## src/rtl/dump_fifo_if.sv

```systemverilog
// Push/pop, error-clear and dump-port signals of dump_fifo, bundled with
// master (client) and slave (FIFO) views.
interface dump_fifo_if #(
  parameter int unsigned DW     = 8,
  parameter int unsigned LGFLEN = 5
);
  logic              i_wr;
  logic [DW-1:0]     i_data;
  logic              i_rd;
  logic              i_clr_err;
  logic [LGFLEN-1:0] i_dmp_pos;
  logic [DW-1:0]     o_data;
  logic              o_empty_n;
  logic              o_full;
  logic              o_afull;
  logic [LGFLEN:0]   o_fill;
  logic              o_ovf;
  logic              o_unf;
  logic [DW-1:0]     o_dmp_data;
  logic              o_dmp_valid;

  modport master (
    output i_wr, i_data, i_rd, i_clr_err, i_dmp_pos,
    input  o_data, o_empty_n, o_full, o_afull, o_fill, o_ovf, o_unf, o_dmp_data, o_dmp_valid
  );

  modport slave (
    input  i_wr, i_data, i_rd, i_clr_err, i_dmp_pos,
    output o_data, o_empty_n, o_full, o_afull, o_fill, o_ovf, o_unf, o_dmp_data, o_dmp_valid
  );
endinterface

```

## src/rtl/dump_fifo.sv

```systemverilog
// Single-clock FIFO with explicit fill counter, almost-full flag, sticky
// overflow/underflow flags and a registered position-addressed dump port.
module dump_fifo #(
  parameter int unsigned DW       = 8,
  parameter int unsigned LGFLEN   = 5,
  parameter int unsigned AF_LEVEL = (1 << LGFLEN) - 4
) (
  input logic        clk,
  input logic        reset_n,
  dump_fifo_if.slave bus
);
  localparam int unsigned N = 1 << LGFLEN;

  logic [DW-1:0]     mem [N];
  logic [LGFLEN-1:0] wp_q, wp_d, rp_q, rp_d;
  logic [LGFLEN:0]   fill_q, fill_d;
  logic              ovf_q, ovf_d, unf_q, unf_d;
  logic [DW-1:0]     dmp_data_q, dmp_data_d;
  logic              dmp_valid_q, dmp_valid_d;
  logic              full, empty_n, push, pop;
  logic [LGFLEN-1:0] dmp_idx;

  always_comb begin
    full    = (fill_q == (LGFLEN+1)'(N));
    empty_n = (fill_q != '0);
    // At full a same-cycle pop frees the slot, so the push still goes in.
    push    = reset_n && bus.i_wr && (!full || bus.i_rd);
    pop     = bus.i_rd && empty_n;

    wp_d   = push ? wp_q + (LGFLEN)'(1) : wp_q;
    rp_d   = pop ? rp_q + (LGFLEN)'(1) : rp_q;
    fill_d = fill_q;
    if (push && !pop) begin
      fill_d = fill_q + (LGFLEN+1)'(1);
    end else if (pop && !push) begin
      fill_d = fill_q - (LGFLEN+1)'(1);
    end

    // A new error in the clearing cycle wins over the clear.
    ovf_d = (bus.i_wr && full && !bus.i_rd) || (ovf_q && !bus.i_clr_err);
    unf_d = (bus.i_rd && !empty_n) || (unf_q && !bus.i_clr_err);

    dmp_idx     = rp_q + bus.i_dmp_pos;
    dmp_valid_d = ({1'b0, bus.i_dmp_pos} < fill_q);
    dmp_data_d  = dmp_valid_d ? mem[dmp_idx] : '0;
  end

  always_ff @(posedge clk) begin
    if (!reset_n) begin
      wp_q        <= '0;
      rp_q        <= '0;
      fill_q      <= '0;
      ovf_q       <= 1'b0;
      unf_q       <= 1'b0;
      dmp_data_q  <= '0;
      dmp_valid_q <= 1'b0;
    end else begin
      wp_q        <= wp_d;
      rp_q        <= rp_d;
      fill_q      <= fill_d;
      ovf_q       <= ovf_d;
      unf_q       <= unf_d;
      dmp_data_q  <= dmp_data_d;
      dmp_valid_q <= dmp_valid_d;
    end
  end

  // Storage is intentionally not reset; reads are masked by fill.
  always_ff @(posedge clk) begin
    if (push) begin
      mem[wp_q] <= bus.i_data;
    end
  end

  always_comb begin
    bus.o_data      = empty_n ? mem[rp_q] : '0;
    bus.o_empty_n   = empty_n;
    bus.o_full      = full;
    bus.o_afull     = (fill_q >= (LGFLEN+1)'(AF_LEVEL));
    bus.o_fill      = fill_q;
    bus.o_ovf       = ovf_q;
    bus.o_unf       = unf_q;
    bus.o_dmp_data  = dmp_data_q;
    bus.o_dmp_valid = dmp_valid_q;
  end
endmodule
```

## src/flat_wrapper.sv

```systemverilog
// flat-port wrapper written by rule: the top's interface ports become plain ports
module dump_fifo_flat 
#(
  parameter int unsigned DW       = 8,
  parameter int unsigned LGFLEN   = 5,
  parameter int unsigned AF_LEVEL = (1 << LGFLEN) - 4
)
  (clk, reset_n, bus_i_wr, bus_i_data, bus_i_rd, bus_i_clr_err, bus_i_dmp_pos, bus_o_data, bus_o_empty_n, bus_o_full, bus_o_afull, bus_o_fill, bus_o_ovf, bus_o_unf, bus_o_dmp_data, bus_o_dmp_valid);
  dump_fifo_if #(.DW(DW), .LGFLEN(LGFLEN)) bus_i ();
  input logic clk;
  input logic reset_n;
  input wire logic [$bits(bus_i.i_wr)-1:0] bus_i_wr;
  input wire logic [$bits(bus_i.i_data)-1:0] bus_i_data;
  input wire logic [$bits(bus_i.i_rd)-1:0] bus_i_rd;
  input wire logic [$bits(bus_i.i_clr_err)-1:0] bus_i_clr_err;
  input wire logic [$bits(bus_i.i_dmp_pos)-1:0] bus_i_dmp_pos;
  output wire logic [$bits(bus_i.o_data)-1:0] bus_o_data;
  output wire logic [$bits(bus_i.o_empty_n)-1:0] bus_o_empty_n;
  output wire logic [$bits(bus_i.o_full)-1:0] bus_o_full;
  output wire logic [$bits(bus_i.o_afull)-1:0] bus_o_afull;
  output wire logic [$bits(bus_i.o_fill)-1:0] bus_o_fill;
  output wire logic [$bits(bus_i.o_ovf)-1:0] bus_o_ovf;
  output wire logic [$bits(bus_i.o_unf)-1:0] bus_o_unf;
  output wire logic [$bits(bus_i.o_dmp_data)-1:0] bus_o_dmp_data;
  output wire logic [$bits(bus_i.o_dmp_valid)-1:0] bus_o_dmp_valid;
  assign bus_i.i_wr = bus_i_wr;
  assign bus_i.i_data = bus_i_data;
  assign bus_i.i_rd = bus_i_rd;
  assign bus_i.i_clr_err = bus_i_clr_err;
  assign bus_i.i_dmp_pos = bus_i_dmp_pos;
  assign bus_o_data = bus_i.o_data;
  assign bus_o_empty_n = bus_i.o_empty_n;
  assign bus_o_full = bus_i.o_full;
  assign bus_o_afull = bus_i.o_afull;
  assign bus_o_fill = bus_i.o_fill;
  assign bus_o_ovf = bus_i.o_ovf;
  assign bus_o_unf = bus_i.o_unf;
  assign bus_o_dmp_data = bus_i.o_dmp_data;
  assign bus_o_dmp_valid = bus_i.o_dmp_valid;
  dump_fifo #(.DW(DW), .LGFLEN(LGFLEN), .AF_LEVEL(AF_LEVEL)) u_core (.clk(clk), .reset_n(reset_n), .bus(bus_i));
endmodule
```

## config.mk

```make
export PLATFORM = sky130hd
export DESIGN_NAME = dump_fifo_flat
export DESIGN_NICKNAME = d
export VERILOG_FILES = /design/src/rtl/dump_fifo_if.sv /design/src/rtl/dump_fifo.sv /design/src/flat_wrapper.sv
export SDC_FILE = /design/constraint.sdc
export NUM_CORES = 1
export LEC_CHECK = 0
export CAP_MARGIN = 30
export CORE_ASPECT_RATIO = 0.9
export CORE_UTILIZATION = 55
export CTS_BUF_LIST = sky130_fd_sc_hd__clkbuf_4
export DETAILED_ROUTE_END_ITERATION = 6
export HOLD_SLACK_MARGIN = 0.02
export PLACE_DENSITY = 0.85
export SYNTH_ARGS = -nofsm -noshare
export SYNTH_HDL_FRONTEND = slang
export SYNTH_SLANG_ARGS = --single-unit
```

## constraint.sdc

```tcl
create_clock -name clk -period 7.55 [get_ports clk]
set_input_delay 1.1325 -clock clk [delete_from_list [all_inputs] [get_ports clk]]
set_output_delay 1.1325 -clock clk [all_outputs]
set_load 0.1 [all_outputs]
```

# After elaboration in Yosys (flattened, before gate mapping)
# Memories as Yosys holds them, arrays and structs flattened. A register that Yosys moved wholly into a read port is not among the register bits.
# Index checks and enable logic that the tools add are counted.
[word_totals]
register_bits = 19
latchBits = 0
mem_bits_rw = 256
romBits = 0
inputBits = 18
out_inout_bits = 28
n_memories = 1
[memory_table]
columns = ["name", "words", "word_bits", "rd", "rd_ports_with_merged_regs", "write_ports", "line", "text"]
rows = [
  ["u_core.mem", 32, 8, 2, 2, 1, "dump_fifo.sv:14", "logic [DW-1:0] mem [N];"],
]
[classes]
n_addsub = 5
multipliers = 0
div_mod_pow = 0
magnitude_cmp = 2
eq_ne = 1
shift = 0
muxes = 7
bitwise = 0
reduce_logical = 23
[op_table]
columns = ["cell", "n"]
rows = [
  ["$mux 6", 2],
  ["$add 5x1->5 const B", 2],
  ["$logic_and 1x1->1", 10],
  ["$mux 5", 2],
  ["$mux 8", 1],
  ["$logic_not 1->1", 7],
  ["$add 6x1->6 const B", 1],
  ["$eq 6x6->1 const B", 1],
  ["$ge 6x5->1 const B", 1],
  ["$lt 5x6->1", 1],
  ["$reduce_bool 6->1", 1],
  ["$sub 6x1->6 const B", 1],
  ["$add 5x5->5", 1],
  ["$logic_or 1x1->1", 3],
  ["$mux 1", 2],
  ["$reduce_and 2->1", 1],
  ["$reduce_bool 2->1", 1],
]

# Logic depth before layout (Yosys ltp)
[logic_depth]
word_depth = 8
mapped_depth = 12
mapped_depth_nobuf = 11

# Worst setup path after synthesis
# OpenSTA, ideal clock, no wires.
[synth_timing]
kind = "reg2out"
startpoint = "register u_core.fill_q[5], in the netlist u_core.bus.o_fill[5]"
endpoint = "output port bus_o_full"
arrival_time_ps = 3480
required_time_ps = 6418
path_slack_ps = 2938
stages_incl_launch_ff = 3
n_path_buf = 0
path_cell_list = "dfxtp_1 inv_1 nor3_1"
[synth_between]
elab_chain_len = 1
[synth_lines]
columns = ["item", "line", "text"]
rows = [
  ["from (decl)", "dump_fifo.sv:16", "logic [LGFLEN:0] fill_q, fill_d;"],
  ["from (signal assigned)", "dump_fifo.sv:60", "fill_q <= fill_d;"],
  ["$eq 6x6->1", "dump_fifo.sv:24", "full = (fill_q == (LGFLEN+1)'(N));"],
  ["to (decl)", "flat_wrapper.sv:19", "output wire logic [$bits(bus_i.o_full)-1:0] bus_o_full;"],
]
# Every way passes these cells.

==> results.cfg <==
[cells_and_area]
syn2layout_area_growth_pct = 14.9
fin_nets = 919
layout-drive-gt1-share_pct = 31.0
nFillCells = 1599

[sta]
setup_ws_ns = 1.87
slew-limit-headroom_pct = 27.0
worst_hold_slack_ns = 0.505
finalHoldViolCount = 0
finalCritPeriodShare_pct = 75.2
period_minus_slack_ns = 5.68
setup_viol = 0
rsz0062_at_grt = no
worst_pin_slew_ns = 1.09
finClkSkew_ns = 0.0434
fmax_mhz = 176
fin_setup_tns_ns = 0
finalMaxSlewViolations = 0

[power]
power_frac_comb_pct = 42.1
ir_worst_vdd_v = 0.000276
switching_share_pct = 37.9
intPower_mw = 3.48
power_switching_mw = 2.12
cellLeakagePower_nw = 5.27
power.share.sequential_pct = 33.9
p_clk_share_pct = 24.0
p_per_area_mw_per_mm2 = 352

[clock_network]
cts_resized = 0
cts.sinks = 288
cts_buffer_depth = 3
hold_buffers = 0
htreeDepth = 3
cts_setup_buffers = 0
cts.clk_slew.worst_paths_ns = 0.07
cts_root_buf = clkbuf_4
cts_buffers = 75
tritoncts = yes
worstSkewPairLatency_ns = 0.70

[die]
initial_core_util_pct = 56.6
core_mm2 = 0.0245
io_pins = 46
rows = 54
die_w_um = 169
die_area_mm2 = 0.0258
chipHeight_um = 153

[synthesis]
yosysMostFrequentCell = edfxtp_1
synth_edf_count = 256
yosys_warnings = 0
synth_commonest_cells = edfxtp_1 (256), mux4_2 (124), nor2_1 (51)
synth_area_leaders = edfxtp_1 (55%), mux4_2 (20%), dfxtp_1 (4.6%)
yosys_most_used_dff = edfxtp_1
yosys.area.top_type = edfxtp_1
synthesis.area_mm2 = 0.0139
syn_avg_cell_area_um2 = 17.9
synthCells = 774
synth_cell_types = 51
synth_top_area_share_pct = 55.5
synth_nets = 812
synth-seq-area-share_pct = 60.1
synth-async-reset-ratio_pct = 0
yosys_register_bits = 288

[worst_setup_path]
crit_family = buffers and inverters
end_kind = output pin
cp.arrival_ns = 4.55
critPathLaunchType = flop
critPathBufInv = 2
slowest_delay_ns = 0.97
critPathRequiredTime_ns = 6.42
crit_slowest_cell = clkdlybuf4s50_1
crit_path_cell_trace = buf_4, mux4_1, mux4_2, a22o_1, clkdlybuf4s50_1
cp_max_fo = 40
critical_path_class = flop to output pin

[route]
first_pass_iters = 7
drt_drc_violations_left = 1
drt-total-wl_mm = 34.9
routedWlPerCell_um = 27.5
vias = 8694
drtIter0Drc = 1226
vias_per_cell = 6.83
ant_nets = 0

[flow_run]
maxCapViolCount = 0

[placement]
post-place-ws_ns = 2.56
portBuffers = 45
dp_hpwl_mm = 22.2
routabilityCongestion = 0.809

[grt]
grt_overflow_total = 0
grt_max_degree = 65
grt_pass1_vias = 8643
grt_pass1_wl_mm = 51.4
grt_usage_pct = 27.3
antenna_found_initial = 3

[worst_hold_path]
hp-class = flop to flop

[outcome]
violations = DRC
status = finished, violations left
==> registers in the layout, indices dropped and copies added (netlist names), named ones only <==
| signal | flops |
|---|---|
| u_core.mem | 256 |
| u_core.bus.o_dmp_data | 8 |
| u_core.bus.o_fill | 6 |
| u_core.rp_q | 5 |
| u_core.wp_q | 5 |
| u_core.bus.o_dmp_valid | 1 |
| u_core.bus.o_ovf | 1 |
| u_core.bus.o_unf | 1 |
==> power groups by stage <==
| stage | clock network, mW | registers [mW] | logic, mW |
|---|---|---|---|
| floorplan | 0 | 2.09 | 1.63 |
| global placement | 0 | 1.95 | 2.24 |
| detailed placement | 0 | 1.94 | 2.31 |
| CTS | 1.36 | 1.90 | 2.32 |
| global route | 1.43 | 1.91 | 2.46 |
| finish | 1.34 | 1.90 | 2.36 |
==> routing by layer <==
layer | part of all wire (%) | vias up | track usage, %
li1 | - | 3519 | -
met1 | 37 | 4476 | 36.1
met2 | 50 | 615 | 43.9
met3 | 9.9 | 82 | 5.74
met4 | 3.2 | 2 | 12.3
met5 | 0.037 | - | 0
==> layout by cell type (no fill, tap or decap), types with 3 or more instances in the layout <==
| cell | count |
|---|---|
| nor4_1 | 3 |
| mux2i_1 | 4 |
| buf_16 | 5 |
| dfxtp_1 | 30 |
| buf_4 | 29 |
| and3_1 | 33 |
| nor2_1 | 51 |
| a22o_1 | 8 |
| xnor2_1 | 6 |
| o211ai_1 | 32 |
| mux4_1 | 20 |
| or3_1 | 4 |
| clkinv_1 | 19 |
| edfxtp_1 | 256 |
| clkdlybuf4s50_1 | 45 |
| ha_1 | 17 |
| nor3_1 | 3 |
| o21ai_0 | 3 |
| inv_1 | 14 |
| nand3b_1 | 3 |
| nand4_1 | 11 |
| clkbuf_4 | 105 |
| nand3_1 | 3 |
| a21oi_1 | 8 |
| a21o_1 | 3 |
| a21boi_0 | 32 |
| mux4_2 | 124 |
| inv_2 | 3 |
| xor2_1 | 5 |
| nand2_1 | 13 |
==> stage by stage <==
| stage | power, mW | utilization (%) | cell area [um^2] | cells |
|---|---|---|---|---|
| after detailed placement | 4.25 | 60.2 | 14700 | 1122 |
| after global routing | 5.80 | 65.1 | 15900 | 1272 |
| final | 5.60 | 65.1 | 15900 | 1272 |
| after CTS | 5.57 | 64.1 | 15700 | 1252 |
| after floorplan | 3.71 | - | 13900 | 774 |
| after global placement | 4.19 | 59.5 | 14500 | 1106 |
==> cell type report <==
cell class | count | area (um^2) | area share, %
well taps | 336 | 420 | 2.64
diodes | 2 | 5.00 | 0.0314
flip-flops and latches | 288 | 8330 | 52.4
repair buffers | 86 | 928 | 5.83
multi-input cells | 415 | 5240 | 32.9
inverters | 15 | 56.3 | 0.354
clock inverters | 25 | 149 | 0.936
clock buffers | 105 | 788 | 4.95
==> worst min-delay path: stages (launching register included) <==
cell     delay (ns)
dfxtp_1        0.33
a32oi_1        0.06
nor2_1         0.08
==> logic make-up after synthesis <==
group                      after synthesis  synth area share, %
AOI/OAI and AO/OA                      101                 5.68
muxes                                  148                 24.2
adders and majority gates               20                 1.91
and+or+nand+nor                        135                 5.03
buffers and inverters                   71                 2.33
xor gates and xnor gates                11                0.695
DFF                                    288                 60.1
==> worst paths after layout <==
path | start | end | slack [ns] | depth (start not counted)
hold reg to reg | u_core.bus.o_ovf$_SDFF_PN0_ | u_core.bus.o_ovf$_SDFF_PN0_ | 0.51 | 2
setup reg to reg | u_core.bus.o_fill[2]$_SDFFE_PN0P_ | u_core.bus.o_fill[5]$_SDFFE_PN0P_ | 4.20 | 11
setup / recovery | flop | bus_o_data[0] | 1.87 | 5
hold / removal | u_core.bus.o_ovf$_SDFF_PN0_ | u_core.bus.o_ovf$_SDFF_PN0_ | 0.51 | 2
Power figures use the tool's default switching activity.
